[config.mk]
export PLATFORM = sky130hd
export DESIGN_NAME = hazard_scoreboard
export DESIGN_NICKNAME = d
export VERILOG_FILES = /design/src/rtl/hazard_scoreboard.sv
export SDC_FILE = /design/constraint.sdc
export NUM_CORES = 1
export LEC_CHECK = 0
export ABC_CLOCK_PERIOD_IN_PS = 3700
export CAP_MARGIN = 0
export CELL_PAD_IN_SITES_DETAIL_PLACEMENT = 1
export CELL_PAD_IN_SITES_GLOBAL_PLACEMENT = 1
export CORE_AREA = 8 8 112 155
export CTS_BUF_LIST = sky130_fd_sc_hd__clkbuf_16
export CTS_CLUSTER_DIAMETER = 80
export DETAILED_ROUTE_END_ITERATION = 12
export DIE_AREA = 0 0 120 163
export GPL_ROUTABILITY_DRIVEN = 0
export PLACE_DENSITY_LB_ADDON = 0.1
export SLEW_MARGIN = 25
export SYNTH_ARGS = -nofsm -noshare
export SYNTH_HDL_FRONTEND = slang
export SYNTH_SLANG_ARGS = --single-unit
[constraint.sdc]
create_clock -name clk -period 3.7 [get_ports clk]
set_clock_uncertainty 0.05 [all_clocks]
set_input_delay 0.555 -clock clk [delete_from_list [all_inputs] [get_ports clk]]
set_output_delay 0.555 -clock clk [all_outputs]
set_load 0.1 [all_outputs]
[src/rtl/hazard_scoreboard.sv]
// Pipeline hazard unit: tracks in-flight GPR writes from E onward, drives per-port
// forward selects and load-use stalls, and sequences exception redirects around cache stalls.
module hazard_scoreboard #(
  parameter int          NUM_RD    = 2,
  parameter int          NUM_STG   = 3,
  parameter int          LAT_W     = 2,
  parameter logic [31:0] EXC_VEC   = 32'hBFC00380,
  parameter logic [31:0] ERET_CODE = 32'h0000000e,
  parameter int          PERF_W    = 32,
  localparam int         SW        = $clog2(NUM_STG + 1)
) (
  input  logic                 clk,
  input  logic                 rst,
  input  logic                 ext_stall,
  input  logic                 issue_valid_d,
  input  logic                 issue_wen_d,
  input  logic [4:0]           issue_wreg_d,
  input  logic [LAT_W-1:0]     issue_lat_d,
  input  logic [5*NUM_RD-1:0]  rd_addr_d,
  input  logic [NUM_RD-1:0]    rd_used_d,
  output logic [SW*NUM_RD-1:0] fwd_sel_d,
  output logic                 stall_f,
  output logic                 stall_d,
  output logic                 bubble_e,
  output logic                 stall_pipe,
  input  logic [31:0]          except_type_m,
  input  logic [31:0]          epc_m,
  output logic                 redirect_valid,
  output logic [31:0]          redirect_pc,
  output logic                 flush_all,
  output logic [PERF_W-1:0]    stall_cycles
);

  typedef enum logic [1:0] {IDLE, WAIT, FIRE} excState_t;

  logic [NUM_STG:1]   sbValid;
  logic [4:0]         sbReg [1:NUM_STG];
  logic [LAT_W-1:0]   sbLat [1:NUM_STG];
  logic [NUM_RD-1:0]  portHazard;
  logic               hazard;
  logic               issueOk;
  excState_t          excState, excStateNext;
  logic               captureExc;
  logic [31:0]        excTarget;

  // A result becomes forwardable from the stage at whose end it exists; before that it is a hazard.
  always_comb begin
    int hitStg;
    int hitLat;
    fwd_sel_d  = '0;
    portHazard = '0;
    for (int p = 0; p < NUM_RD; p++) begin
      hitStg = 0;
      hitLat = 0;
      for (int s = NUM_STG; s >= 1; s--) begin
        if (rd_used_d[p] && rd_addr_d[p*5 +: 5] != 5'd0 && sbValid[s] &&
            sbReg[s] == rd_addr_d[p*5 +: 5]) begin
          hitStg = s;
          hitLat = int'(sbLat[s]);
        end
      end
      if (hitStg != 0) begin
        if (hitStg >= hitLat) fwd_sel_d[p*SW +: SW] = SW'(hitStg);
        else                  portHazard[p] = 1'b1;
      end
    end
  end

  assign hazard     = |portHazard;
  assign stall_pipe = ext_stall;
  assign stall_f    = ext_stall | (hazard & ~flush_all);
  assign stall_d    = ext_stall | (hazard & ~flush_all);
  assign bubble_e   = hazard & ~ext_stall & ~flush_all;
  assign issueOk    = issue_valid_d & issue_wen_d & (issue_wreg_d != 5'd0) & ~stall_d & ~flush_all;

  always_ff @(posedge clk) begin
    if (rst || flush_all) begin
      sbValid <= '0;
    end else if (!ext_stall) begin
      for (int s = NUM_STG; s >= 2; s--) begin
        sbValid[s] <= sbValid[s-1];
        sbReg[s]   <= sbReg[s-1];
        sbLat[s]   <= sbLat[s-1];
      end
      sbValid[1] <= issueOk;
      sbReg[1]   <= issue_wreg_d;
      sbLat[1]   <= issue_lat_d;
    end
  end

  always_ff @(posedge clk) begin
    if (rst) begin
      stall_cycles <= '0;
    end else if (bubble_e && stall_cycles != '1) begin
      stall_cycles <= stall_cycles + PERF_W'(1);
    end
  end

  assign excTarget = (except_type_m == ERET_CODE) ? epc_m : EXC_VEC;

  always_ff @(posedge clk) begin
    if (rst) begin
      excState    <= IDLE;
      redirect_pc <= '0;
    end else begin
      excState <= excStateNext;
      if (captureExc) redirect_pc <= excTarget;
    end
  end

  // Exceptions arriving while a redirect is already pending are dropped.
  always_comb begin
    excStateNext   = excState;
    captureExc     = 1'b0;
    redirect_valid = 1'b0;
    case (excState)
      IDLE: begin
        if (except_type_m != 32'd0) begin
          captureExc   = 1'b1;
          excStateNext = ext_stall ? WAIT : FIRE;
        end
      end
      WAIT: begin
        if (!ext_stall) excStateNext = FIRE;
      end
      FIRE: begin
        redirect_valid = 1'b1;
        excStateNext   = IDLE;
      end
      default: excStateNext = IDLE;
    endcase
  end

  assign flush_all = redirect_valid;

endmodule

### Yosys cells after proc, flatten, opt, wreduce, memory -nomap -nowiden

Memories as Yosys holds them, arrays and structs flattened.
Cells that the tools add are included.

* output and inout port bits: 74
* flip-flop bits (word level): 69
* word-level logic and storage cells: 88
* memories: 2
* input bits: 88
* RAM bits: 21

* $add $sub $neg: 1
* bitwise logic cells: 11
* mux-type cells: 31
* magnitude comparators: 2
* equality and inequality tests: 12
* reductions and logical operators: 25

Memories
* sbReg: depth 3, width 5, rd ports 3, clocked after memory_dff 0, wr ports 3, RTL line 37 `logic [4:0] sbReg [1:NUM_STG];`
* sbLat: depth 3, width 2, rd ports 3, clocked after memory_dff 0, wr ports 3, RTL line 38 `logic [LAT_W-1:0] sbLat [1:NUM_STG];`

Operators by type and width (number)
* 32-bit 2-to-1 mux: 9
* 32-bit nonzero test: 3
* 32-bit >= comparator: 2
* 32-bit by 1-bit adder with 32-bit output (second input constant): 1
* 32-bit by 4-bit == test with 1-bit output (second input constant): 1
* 32-bit != test (second input constant): 1
* 5-bit == test: 6
* 2-bit 2-to-1 mux: 11
* 1-bit logical AND: 15
* 5-bit nonzero test: 3
* 1-bit 2-to-1 mux: 10
* 1-bit bitwise AND: 7
* 2-bit != test (second input constant): 2
* 2-bit one-hot mux with 2 select lines: 1
* 1-bit inverter: 3
* 2-bit by 1-bit == test with 1-bit output (second input constant): 1
* 2-bit == test (second input constant): 1
* 2-bit zero test: 1
* 2-bit AND reduction: 1
* 2-bit OR reduction: 1
* 1-bit logical OR: 1
* 1-bit OR: 1

### Depth between registers and ports, before layout

* depth after elaboration: 16
* depth in mapped cells: 15
* gate-level depth less buffers: 13

### Worst setup path before layout

OpenSTA, ideal clock, no wires.

* kind: input port to output port
* start point: input rd_addr_d[6]
* end point: output bubble_e
* data required time: 3.095 ns
* slack: -1.044 ns
* path buffers: 1
* stages: 12
* arrival time: 4.139 ns
* cells stage by stage: or4_1 -> o21a_1 -> and4_1 -> a221oi_1 -> nor2_1 -> ha_1 -> nand2b_1 -> a21oi_1 -> a22o_1 -> buf_4 -> nand2b_1 -> nor2_1

* longest elaborated chain between the ends: 13
* elaborated cells between the ends (all ways): 24
* classes of those cells: order compare: 1; eq/ne: 3; mux: 8; bitwise: 2; reduce/logical: 10

RTL lines
* start: declaration: RTL line 19 `input logic [5*NUM_RD-1:0] rd_addr_d,`
* 5-bit nonzero test: RTL line 56 `if (rd_used_d[p] && rd_addr_d[p*5 +: 5] != 5'd0 && sbValid[s] &&`
* 1-bit logical AND (3 in series): RTL line 56
* 2-bit 2-to-1 mux: RTL line 56
* 32-bit 2-to-1 mux (2 in series): RTL line 56
* 32-bit >= comparator: RTL line 63 `if (hitStg >= hitLat) fwd_sel_d[p*SW +: SW] = SW'(hitStg);`
* 1-bit 2-to-1 mux: RTL line 63
* 1-bit 2-to-1 mux *: RTL line 62 `if (hitStg != 0) begin`
* 2-bit OR reduction *: RTL line 69 `assign hazard = |portHazard;`
* 1-bit bitwise AND * (2 in series): RTL line 73 `assign bubble_e = hazard & ~ext_stall & ~flush_all;`
* end: declaration: RTL line 24 `output logic bubble_e,`

Every way passes the cells marked *; elsewhere a longest branch is shown, timed or not.

### Final worst setup path

* start point: input rd_addr_d[4]
* end point: output bubble_e

The elaborated chain is that of the path after synthesis.

==> results.md <==
* Gr usage total at 15.8%
* Crit path max fanout at 3
* Drt pass-1 iters at 4
* Worst-skew pair later-pin latency at 0.34 ns
* Final HPWL DP at 11700 µm
* Initial Util at 28.5%
* Syn nets at 567
* Cells after Synth at ~470
* Final layout net count at 769
* Layout cells sized above 1 at 20.0%
* Async SR Flop Fraction at 0%
* Final worst path period need at 3.93 ns
* Avg Cell Area, Syn at 8.97 µm²
* CTS tree: yes
* Largest area contributor in the netlist: dfxtp_1
* Startpoint types: input pin
* Vias post-DR at 4268
* Inserted Diodes at 0
* Antenna viol nets, final at 0
* EDFF count, synth at 21
* Slowest cell on the critical path: nor4_2
* Largest net degree at the start of global routing at between 60 and 70
* Setup Viol. Count Final at 7
* Seq cells post-synth at 90
* Chip Height at 163 µm
* Remaining DRCs at 0
* Min setup slack post-route at -0.230 ns
* CTS Buffer Depth at 2
* Die Span X at approximately 120 µm
* Max Freq at 0.254 GHz
* Max stage delay on crit path at about 0.31 ns
* Hold Path Class: flip-flop to flip-flop
* RSZ-0062 raised after global routing: true
* MaxCap Viol Count at 0
* Utilization after layout at between 40% and 50%
* Initial DRC Count at 113
* Slew Limit Fails at 0
* Num rows at 53
* Worst-path clk slew at 0.06 ns
* Cts hold-fix bufs at 0
* Most common cell after layout, fill and taps aside: clkdlybuf4s50_1
* Slew HR at 31.2%
* Global-route wire length before repair at 24500 µm
* Port buffer count at 161
* Routed WL per cell at 18.0 µm
* Root buffer cell: clkbuf_16
* Total power at between 2000 and 2500 µW
* Synth Warn # at 0
* Cts bufs inserted at 9
* Hold Fails Final Rpt at 0
* Vias in the first global route at ~4700
* CP Capture Type: output pin
* Crit share post-route at 106%
* Die area at 0.0196 mm²
* Status: finished with violations
* Failing checks: setup timing
* Core Region at 0.0149 mm²
* CP Buf/Inv Count at 4
* Setup CP Type: input pin to output pin
* Synth unique cells at 40
* GRT Residual Overflow at 0
* WP data arrival at 3.33 ns
* Area share of the largest cell type after synthesis at between 30% and 40%
* Routed WL at 15700 µm
* IO Count at 162
* Most frequent cells in the layout: clkdlybuf4s50_1, dfxtp_1, nor2_1
* Initial antenna violation count at 1
* Vias per cell at 4.89
* Top_reg_cell synth: dfxtp_1
* Number of H-tree levels at 3
* Delay-heaviest family, CP: simple AND/OR/NAND/NOR gates
* Synth Cell Area at 0.00425 mm²
* Post-synthesis sequential area ratio at 47.3%
* Area grow syn2layout at 65.8%
* Total power divided by cell area at roughly 320 mW/mm²
* Leakage power at 0.00257 µW
* Maximum VDD drop at 0.218 mV
* Crit path cell chain: clkdlybuf4s15_1, buf_4, xor2_1, nor4_2, buf_4, nand4_1, nor2_4, a221oi_2, nor2_1, ha_1, nand2b_4, a21oi_4, a22o_1, nand2b_4, nor2_4, buf_12
* Required time worst endpoint at 3.09 ns
* Total clock sinks at 90
* Ranking of synthesized cells by area: dfxtp_1, edfxtp_1, xor2_1
* Actual slew at the worst max-slew pin at between 1 and 1.5 ns
-- state kept, by name (all words and copies together), names as in the netlist --
register      count
sbValid           3
excState          2
redirect_pc      32
sbReg            15
stall_cycles     32
sbLat             6
-- metal layers --
layer | GRT usage, % | part of all wire (%)
met1 | 16.0 | 39
met2 | 28.6 | 52
met3 | 6.32 | 6.9
met4 | 5.36 | 1.7
met5 | 0 | 0.051
-- synthesized netlist by cell type (all sizes together), types with 3 or more instances --
master	n
nand2b	3
inv	6
xor2	43
nor2	59
or4	3
and4	5
or3	12
dfxtp	69
nor4	13
buf	11
o21ai	14
nand4	17
nand2	32
a21oi	35
xnor2	6
nor2b	5
ha	5
nand3	39
mux2i	3
clkbuf	16
nor3	26
edfxtp	21
and3	15
and2	3
-- final timing paths --
kind / startpoint / end / slack (ns) / depth (start not counted)
setup / recovery: rd_addr_d[4] / bubble_e / -0.23 / 16
hold / removal: redirect_pc[13] / redirect_pc[13] / 0.40 / 2
setup reg to reg: sbReg[0][14] / stall_cycles[31] / 0 / 17
hold reg to reg: redirect_pc[13] / redirect_pc[13] / 0.40 / 2
-- worst min-delay path, cell delays in order, from the launching register on --
cell	delay, ns
dfxtp_1	0.31
nand2_1	0.05
a21oi_1	0.05
-- through the flow --
| stage | std cells | setup TNS (ns) | area, µm² | hold slack [ns] | setup slack, ns |
|---|---|---|---|---|---|
| 6_report | 873 | -0.674 | 7050 | 0.404 | -0.230 |
| 5_1_grt | 873 | -2.73 | 7050 | 0.434 | -0.358 |
| 4_1_cts | 864 | -0.710 | 6850 | 0.410 | -0.273 |
| 3_5_place_dp | 844 | -13.97 | 6470 | 0.401 | -0.550 |
| 3_3_place_gp | 844 | -10.83 | 6470 | 0.388 | -0.466 |
| 2_1_floorplan | 474 | -0.426 | 4360 | 0.395 | -0.261 |
-- area by class of cell --
class | count | area (µm²)
multi-input cells | 351 | 2360
flip-flops and latches | 90 | 2010
clock buffers | 10 | 250
well taps | 192 | 240
repair buffers | 218 | 2140
inverters | 6 | 22.5
fillers | 1722 | 7870
clock inverters | 6 | 32.5
-- report_power, final --
part	internal, µW	leakage, µW	total (µW)	switching [µW]
combinational	153	0.00168	368	216
clock	489	0.000142	874	385
sequential	1030	0.000756	1050	18.2
total	1670	0.00257	2290	619
-- repair_timing --
item | 4_1_cts | 5_1_grt
setup endpoints to repair | 26 | 29
gates resized for setup | 32 | 39
setup buffers | 6 | 10
pin swaps | 20 | 32
gates cloned | 0 | 2
-- logic make-up (layout without fill, tap and decap cells) --
logic type,count (synthesis),after routing,synth area share [%]
XOR/XNOR,49,49,10.1
multiplexers,4,4,0.971
AND/OR/NAND/NOR,235,235,28.3
AO/OA/AOI/OAI,58,58,8.00
buffers and inverters,33,240,3.85
adder cells (fa/ha/maj),5,5,1.47
flip-flops,90,90,47.3
Power figures use the tool's default switching activity.
